--- config.mk ---
export PLATFORM = sky130hd
export DESIGN_NAME = ratio_sin_scaler
export DESIGN_NICKNAME = d
export VERILOG_FILES = /design/src/rtl/ratio_sin_scaler.sv
export SDC_FILE = /design/constraint.sdc
export NUM_CORES = 1
export LEC_CHECK = 0
export BUFFER_PORTS_ARGS = -buffer_cell sky130_fd_sc_hd__buf_4
export CORE_MARGIN = 1.5
export CORE_UTILIZATION = 58
export CTS_CLUSTER_DIAMETER = 40
export DETAILED_ROUTE_END_ITERATION = 8
export PLACE_DENSITY = 0.84
export SYNTH_ARGS = -nofsm -noshare
export SYNTH_HDL_FRONTEND = slang
export SYNTH_SLANG_ARGS = --single-unit
--- constraint.sdc ---
create_clock -name clk -period 9.65 [get_ports clk]
set_input_delay 1.93 -clock clk [delete_from_list [all_inputs] [get_ports clk]]
set_output_delay 1.93 -clock clk [all_outputs]
set_load 0.03 [all_outputs]
--- src/rtl/ratio_sin_scaler.sv ---
// Handshaked scaler: y = sign(k) * |k| * a / (a+b+c), using an iterative restoring
// divider followed by a single-cycle multiply with round-half-up.
module ratio_sin_scaler #(
    parameter int unsigned DW       = 12,
    parameter int unsigned QW       = 14,
    parameter int unsigned KW       = 13,
    parameter int unsigned OUT_MODE = 0
) (
    input  logic          clk,
    input  logic          rst,
    input  logic          in_valid,
    output logic          in_ready,
    input  logic [DW-1:0] a,
    input  logic [DW-1:0] b,
    input  logic [DW-1:0] c,
    input  logic          k_sign,
    input  logic [KW-1:0] k_mag,
    output logic          out_valid,
    input  logic          out_ready,
    output logic [KW:0]   y,
    output logic          err
);

    localparam int unsigned SW = DW + 2;
    localparam int unsigned NW = DW + QW + 1;
    localparam int unsigned CW = $clog2(NW);
    localparam int unsigned PW = QW + 1 + KW;
    localparam logic [PW-1:0] HALF = PW'(1) << (QW - 1);

    typedef enum logic [1:0] {IDLE, DIV, MUL, OUT} state_t;

    state_t        state, state_n;
    logic [NW-1:0] dvd, dvd_n;
    logic [SW-1:0] div_s, div_s_n;
    logic          zero_div, zero_div_n;
    logic [SW-1:0] rem, rem_n;
    logic [QW:0]   quo, quo_n;
    logic [CW-1:0] cnt, cnt_n;
    logic          ks, ks_n;
    logic [KW-1:0] km, km_n;
    logic [KW:0]   y_n;
    logic          err_n;
    logic          out_valid_n;

    logic [SW-1:0] sum_c;
    logic [SW:0]   rem_sh;
    logic [SW:0]   diff;
    logic          ge;
    logic [PW-1:0] prod;
    logic [PW-1:0] rounded;
    logic [KW-1:0] m;
    logic [KW:0]   y_enc;

    // Restoring step: bring down the next dividend bit and trial-subtract the divisor.
    assign sum_c   = SW'(a) + SW'(b) + SW'(c);
    assign rem_sh  = {rem, dvd[NW-1]};
    assign ge      = rem_sh >= {1'b0, div_s};
    assign diff    = rem_sh - {1'b0, div_s};
    assign prod    = PW'(quo) * PW'(km);
    assign rounded = prod + HALF;
    assign m       = KW'(rounded >> QW);

    always_comb begin
        y_enc = {1'b0, m};
        if (OUT_MODE == 0) begin
            y_enc = {ks & (m != '0), m};
        end else if (ks) begin
            y_enc = ~{1'b0, m} + (KW + 1)'(1);
        end
    end

    assign in_ready = (state == IDLE) && !rst;

    always_comb begin
        state_n     = state;
        dvd_n       = dvd;
        div_s_n     = div_s;
        zero_div_n  = zero_div;
        rem_n       = rem;
        quo_n       = quo;
        cnt_n       = cnt;
        ks_n        = ks;
        km_n        = km;
        y_n         = y;
        err_n       = err;
        out_valid_n = out_valid;
        case (state)
            IDLE: begin
                if (in_valid) begin
                    dvd_n      = {1'b0, a, QW'(0)};
                    div_s_n    = sum_c;
                    zero_div_n = (sum_c == '0);
                    rem_n      = '0;
                    quo_n      = '0;
                    cnt_n      = CW'(NW - 1);
                    ks_n       = k_sign;
                    km_n       = k_mag;
                    state_n    = DIV;
                end
            end
            DIV: begin
                if (zero_div) begin
                    quo_n   = '0;
                    state_n = MUL;
                end else begin
                    rem_n = ge ? SW'(diff) : SW'(rem_sh);
                    quo_n = {quo[QW-1:0], ge};
                    dvd_n = dvd << 1;
                    if (cnt == '0) begin
                        state_n = MUL;
                    end else begin
                        cnt_n = cnt - CW'(1);
                    end
                end
            end
            MUL: begin
                y_n         = y_enc;
                err_n       = zero_div;
                out_valid_n = 1'b1;
                state_n     = OUT;
            end
            OUT: begin
                if (out_ready) begin
                    out_valid_n = 1'b0;
                    state_n     = IDLE;
                end
            end
            default: state_n = IDLE;
        endcase
    end

    always_ff @(posedge clk) begin
        if (rst) begin
            state     <= IDLE;
            dvd       <= '0;
            div_s     <= '0;
            zero_div  <= 1'b0;
            rem       <= '0;
            quo       <= '0;
            cnt       <= '0;
            ks        <= 1'b0;
            km        <= '0;
            y         <= '0;
            err       <= 1'b0;
            out_valid <= 1'b0;
        end else begin
            state     <= state_n;
            dvd       <= dvd_n;
            div_s     <= div_s_n;
            zero_div  <= zero_div_n;
            rem       <= rem_n;
            quo       <= quo_n;
            cnt       <= cnt_n;
            ks        <= ks_n;
            km        <= km_n;
            y         <= y_n;
            err       <= err_n;
            out_valid <= out_valid_n;
        end
    end

endmodule

# ---- After elaboration in Yosys (flattened, before gate mapping)
# Index checks and enable logic that the tools add are counted.
dict set report op_classes {
  add_sub_neg 5
  n_mul 1
  n_lt_le_gt_ge 1
  eq_ne 8
  muxes 21
  bitwise_logic 1
  n_reduce_logical 14
}
# op n
set ops {}
lappend ops {{$mux 27} 2}
lappend ops {{$pmux 27 s2} 1}
lappend ops {{$mux 14} 3}
lappend ops {{$mux 15} 2}
lappend ops {{$pmux 15 s2} 1}
lappend ops {{$pmux 14 s2} 1}
lappend ops {{$add 27x14->27 const B} 1}
lappend ops {{$mul 15x13->27} 1}
lappend ops {{$ge 15x14->1} 1}
lappend ops {{$mux 5} 3}
lappend ops {{$add 13x12->14} 1}
lappend ops {{$logic_not 14->1} 1}
lappend ops {{$sub 14x14->14} 1}
lappend ops {{$add 12x12->13} 1}
lappend ops {{$reduce_bool 13->1} 1}
lappend ops {{$pmux 5 s2} 1}
lappend ops {{$mux 2} 4}
lappend ops {{$ne 2x2->1 const B} 4}
lappend ops {{$pmux 2 s4} 1}
lappend ops {{$reduce_and 2->1} 3}
lappend ops {{$reduce_and 3->1} 2}
lappend ops {{$logic_not 5->1} 1}
lappend ops {{$sub 5x1->5 const B} 1}
lappend ops {{$eq 2x2->1 const B} 2}
lappend ops {{other kinds (10)} 11}
dict set report word_totals {
  ff_bits 108
  inputBits 54
  out_inout_bits 17
  word_cells 63
}

# ---- Longest topological paths before layout
dict set report depth {
  word_depth 4
  ltp_mapped 23
  mapped_depth_nobuf 22
}

# ---- Least setup slack after synthesis
# No wires, ideal clock.
dict set report synth_timing {
  kind {reg-to-reg}
  startpoint {register quo[7]}
  endpoint {register y[13]}
  t_arrival_ps 5622
  slack_ps 3901
  stages_incl_launch_ff 23
  cell_sequence {dfxtp_1 > clkbuf_1 > and2_1 > fa_1 > inv_1 > fa_1 > inv_1 > fa_1 > inv_1 > fa_1 > inv_1 > fa_1 > ha_1 > ha_1 > nand4_1 > o31a_1 > a211oi_4 > o31a_4 > a21oi_2 > xnor2_1 > a2111o_1 > nor4_2 > a31oi_1}
}
dict set report synth_via {
  elab_chain_len 4
}
# item line_no
set synth_rtl {}
lappend synth_rtl {{start: declaration} 37} ;# logic [QW:0] quo, quo_n;
lappend synth_rtl {{start signal: assignment} 152} ;# quo <= quo_n;
lappend synth_rtl {{$mul 15x13->27} 59} ;# assign prod = PW'(quo) * PW'(km);
lappend synth_rtl {{$add 27x14->27} 60} ;# assign rounded = prod + HALF;
lappend synth_rtl {{$reduce_bool 13->1} 66} ;# y_enc = {ks & (m != '0), m};
lappend synth_rtl {{$and 1x1->1} 66}
lappend synth_rtl {{end signal: assignment} 156} ;# y <= y_n;
lappend synth_rtl {{end: declaration} 20} ;# output logic [KW:0] y,
# Every way passes these cells.
# A chain may end at the register's enable or synchronous reset.

# ---- Worst setup path in the final report
dict set report layout_timing {
  startpoint {register km[5]}
  endpoint {register y[13]}
}
dict set report layout_via {
  elab_chain_len 4
}
# item line_no
set layout_rtl {}
lappend layout_rtl {{start: declaration} 40} ;# logic [KW-1:0] km, km_n;
lappend layout_rtl {{start signal: assignment} 155} ;# km <= km_n;
lappend layout_rtl {{$mul 15x13->27} 59}
lappend layout_rtl {{$add 27x14->27} 60}
lappend layout_rtl {{$reduce_bool 13->1} 66}
lappend layout_rtl {{$and 1x1->1} 66}
# Every way passes these cells.

==> summary by stage <==
GRT
The number of global-route vias before repair is roughly 9000. Entering global routing, the biggest net connects just over 80 pins. The global-route usage over all layers is 0.258.

Summed over all layers, the global routing overflow is 0. The initial antenna violation count is 0. The global-route wire length before repair is roughly 42000 µm.

Synth
After synthesis, the cell types taking the most area are fa_1, dfxtp_1, ha_1. After synthesis, the most frequently instantiated cells are inv_1, nand2_1, fa_1. The fraction of registers with async set or reset after synthesis is 0. The Yosys warning count is 0. In this run, synthesis produced a sequential element count of 94.

The net count after synthesis is around 1600. The fraction of post-synthesis cell area in the top cell type by area is 0.275. The cell type with the highest aggregate area in the netlist is fa_1. The synthesized instance count is approximately 1300. The number of synthesized flops with an enable pin is 0. The number of distinct library cell variants in the gate-level netlist after synthesis is 65. The most used flip-flop cell after synthesis is dfxtp_1. The most repeated cell in the gate-level netlist after synthesis is inv_1. A synthesized cell averages 8.77 µm². The sequential fraction of the synthesis area is 0.167. The cell area that synthesis handed to floorplanning was between 10000 and 15000 µm².

Routing
Wires add up to between 20000 and 25000 µm. Detailed routing placed a total of 1230 µm of wire on met3. After detailed routing, the number of remaining DRC violations is 0.

The first detailed-routing pass took 6 iterations. The number of nets with antenna violations after detailed routing is 0. The final route contains just under 9000 vias. The detailed router used layers up to and including met4. The detailed-routing wirelength on met1 is slightly above 10000 µm. Dividing the detail-routed wire length by the instance count gives between 15 and 20 µm. After detailed routing, the met2 layer carries ~12000 µm of wire.

After the first detailed-routing iteration, the DRC count stood at 578. In the routed layout, each cell is associated on average with a via count of 5.57.

Power and ir drop
Summed over all cells, the static leakage comes to a little over 6 nW. The internal power is around 1.2 mW. The net load switching power is around 0.96 mW.

Of the total power, registers draw 0.263. The highest ir drop seen on vdd is 0.280 mV. The share of power burned in combinational logic is 0.569. The cell area power density is 180 nW/µm². Of the total power, the share spent switching nets is 0.437. The share of total power dissipated in the clock network is 0.168.

Worst setup path
The worst setup path is captured at a flop. The worst setup path is of the reg -> reg kind. For the worst setup path, the data arrival time is approximately 6.5 ns.

STA classifies the critical path startpoint as a flop. In this run the worst path has a maximum fanout of 16. The required arrival time at the worst endpoint is 9.88 ns.

Status
The run finished with clean final reports.

Place
The worst slack at placement is 3.45 ns. After detailed placement, the total cell area comes to approximately 12000 µm². At the end of routability-driven placement, the weighted congestion stood at between 0.8 and 0.9.

Summed over all nets, the half-perimeter wirelength after detailed placement is between 15000 and 20000 µm. In this run, placement finished with an instance count of approximately 1600. The number of port buffers is 70.

Timing
The normalized max-slew margin is 0.300. The setup total negative slack is 0 ns. The highest clock frequency the design can meet is ~160 MHz. The fraction of the cycle the final worst path needs is 0.652. Subtracting the final worst setup slack from the clock period gives 6.29 ns. Hold timing on the final database bottoms out at a slack of 0.454 ns. The slew of the pin with the lowest slew margin is around 1.0 ns.

The clock tree skew after final layout is around 0.0096 ns. The number of max-slew violations in the final report is 0. The count of endpoints failing hold in the final timing report is 0. Setup repair after global routing left no endpoint under its margin. After layout, the worst setup slack is roughly 3.4 ns. Setup violations remaining at the end of the flow were counted as 0.

Clock network
The source-to-sink clock delay at the later pin of the worst-skew pair is between 0.3 and 0.4 ns. In this run the post-CTS setup repair buffer count came out at 0. The buffer cell driving the clock tree root is clkbuf_16. The clock tree synthesis step divided the H-tree into 3 levels. After clock tree synthesis, the clock-pin slew on the worst setup and hold paths is 0.07 ns. The number of hold-repair buffers added at the cts stage is 0. The number of gates resized after CTS was 0.

The clock net sink count is 94. The buffer depth of the longest clock path is 2. The clock tree from TritonCTS is built. The number of buffers inserted during clock tree synthesis is 9.

Finish
Fill cells in the final layout number around 1500. Of the cells placed in the final design, the portion with a size suffix greater than 1 is 0.0797. In the final design database the tool counted between 1500 and 2000 nets. In the final layout, the multi-input gates occupy between 8000 and 9000 µm². The total area of sequential cells is about 1900 µm². The finished cells cover between 10000 and 15000 µm². From synthesis to final layout, the design area changed by 8.20%. The number of antenna diodes is 0.

Once layout is complete, the cells apart from fillers number 1578.

Floorplanning
The x dimension of the die is about 140 µm. In this run the vertical extent of the chip is about 140 µm. The number of placement rows is 50. around 70 I/O pins were placed. The standard cell core area is roughly 19000 µm². The area of the die is 20300 µm².

For this configuration, the core starts out at a cell density of 0.598.

Run
The number of max-capacitance violations reported is 0.

Hold path
The min-delay analysis places its worst path in the category reg -> reg.
[worst paths after layout]
path         slack (ns)  cells past startpoint       end  startpoint
max                3.36                     18     y[13]       km[5]
min                0.45                      2  div_s[5]    div_s[5]
max reg2reg        3.36                     18     y[13]       km[5]
min reg2reg        0.45                      2  div_s[5]    div_s[5]
[per-stage QoR]
stage                     power, mW   util
after floorplan                1.67      -
after global placement         1.78  0.630
after CTS                      2.19  0.647
after global routing           2.35  0.647
final                          2.20  0.647
after detailed placement       1.82  0.630
[cell type report]
cell class,count,area share
multi-input combinational,944,0.691
sequential,94,0.154
inverter,192,0.0590
timing repair buffer,72,0.0442
tap,260,0.0266
clock buffer,9,0.0184
clock inverter,7,0.00666
[critical path: stages, from the launching register on]
cell and delay (ns):
dfxtp_1 0.71, nand2_1 0.16, fa_1 0.53, fa_1 0.53, inv_1 0.06, fa_1 0.55
fa_1 0.42, fa_1 0.51, fa_1 0.42, ha_1 0.32, a21oi_1 0.13, o21ai_0 0.17
a22o_1 0.29, o21ai_0 0.32, nand3_1 0.17, xor2_1 0.19, a2111o_1 0.37, nor4_2 0.20
a31oi_1 0.13
[layout by cell type (no fill, tap or decap), drive strengths merged, types with 7 or more instances in the layout]
master,synthesis,layout
inv,191,194
nand2,185,185
fa,155,155
ha,117,117
and2,94,94
dfxtp,94,94
nor2,80,80
buf,5,72
a21oi,59,59
mux2i,35,35
o21ai,33,33
xnor2,20,20
a211oi,19,19
a22oi,14,14
a21o,14,14
nor3,11,11
xor2,11,11
clkbuf,53,9
nand4,8,8
nand2b,7,7
nand3,7,7
or3,7,7
[cells by family (layout without fill, tap and decap cells)]
family	Yosys count	after routing	share of synthesized area
compound gates	182	182	0.111
xor+xnor	31	31	0.0240
mux	38	38	0.0340
buf+inv	250	280	0.0857
fa+ha+maj	272	272	0.405
simple gates	421	421	0.174
flops	94	94	0.167
[per-layer routing]
metal	GRT usage	vias to the layer above
met1	0.346	4287
met2	0.443	294
li1	-	4164
met4	0.0814	0
met3	0.0242	42
met5	0	-
[state kept, by name, indices dropped and copies added (netlist names)]
signal / count
cnt: 5
div_s: 14
dvd: 13
err: 1
km: 13
ks: 1
out_valid: 1
quo: 15
rem: 14
state: 2
y: 14
zero_div: 1
[power by group through the flow]
stage	combinational, mW	sequential, mW	clock [mW]
floorplan	1.14	0.530	0
global placement	1.20	0.577	0
detailed placement	1.23	0.581	0
CTS	1.25	0.574	0.373
global route	1.38	0.592	0.387
finish	1.25	0.578	0.370
Power figures use the tool's default switching activity.
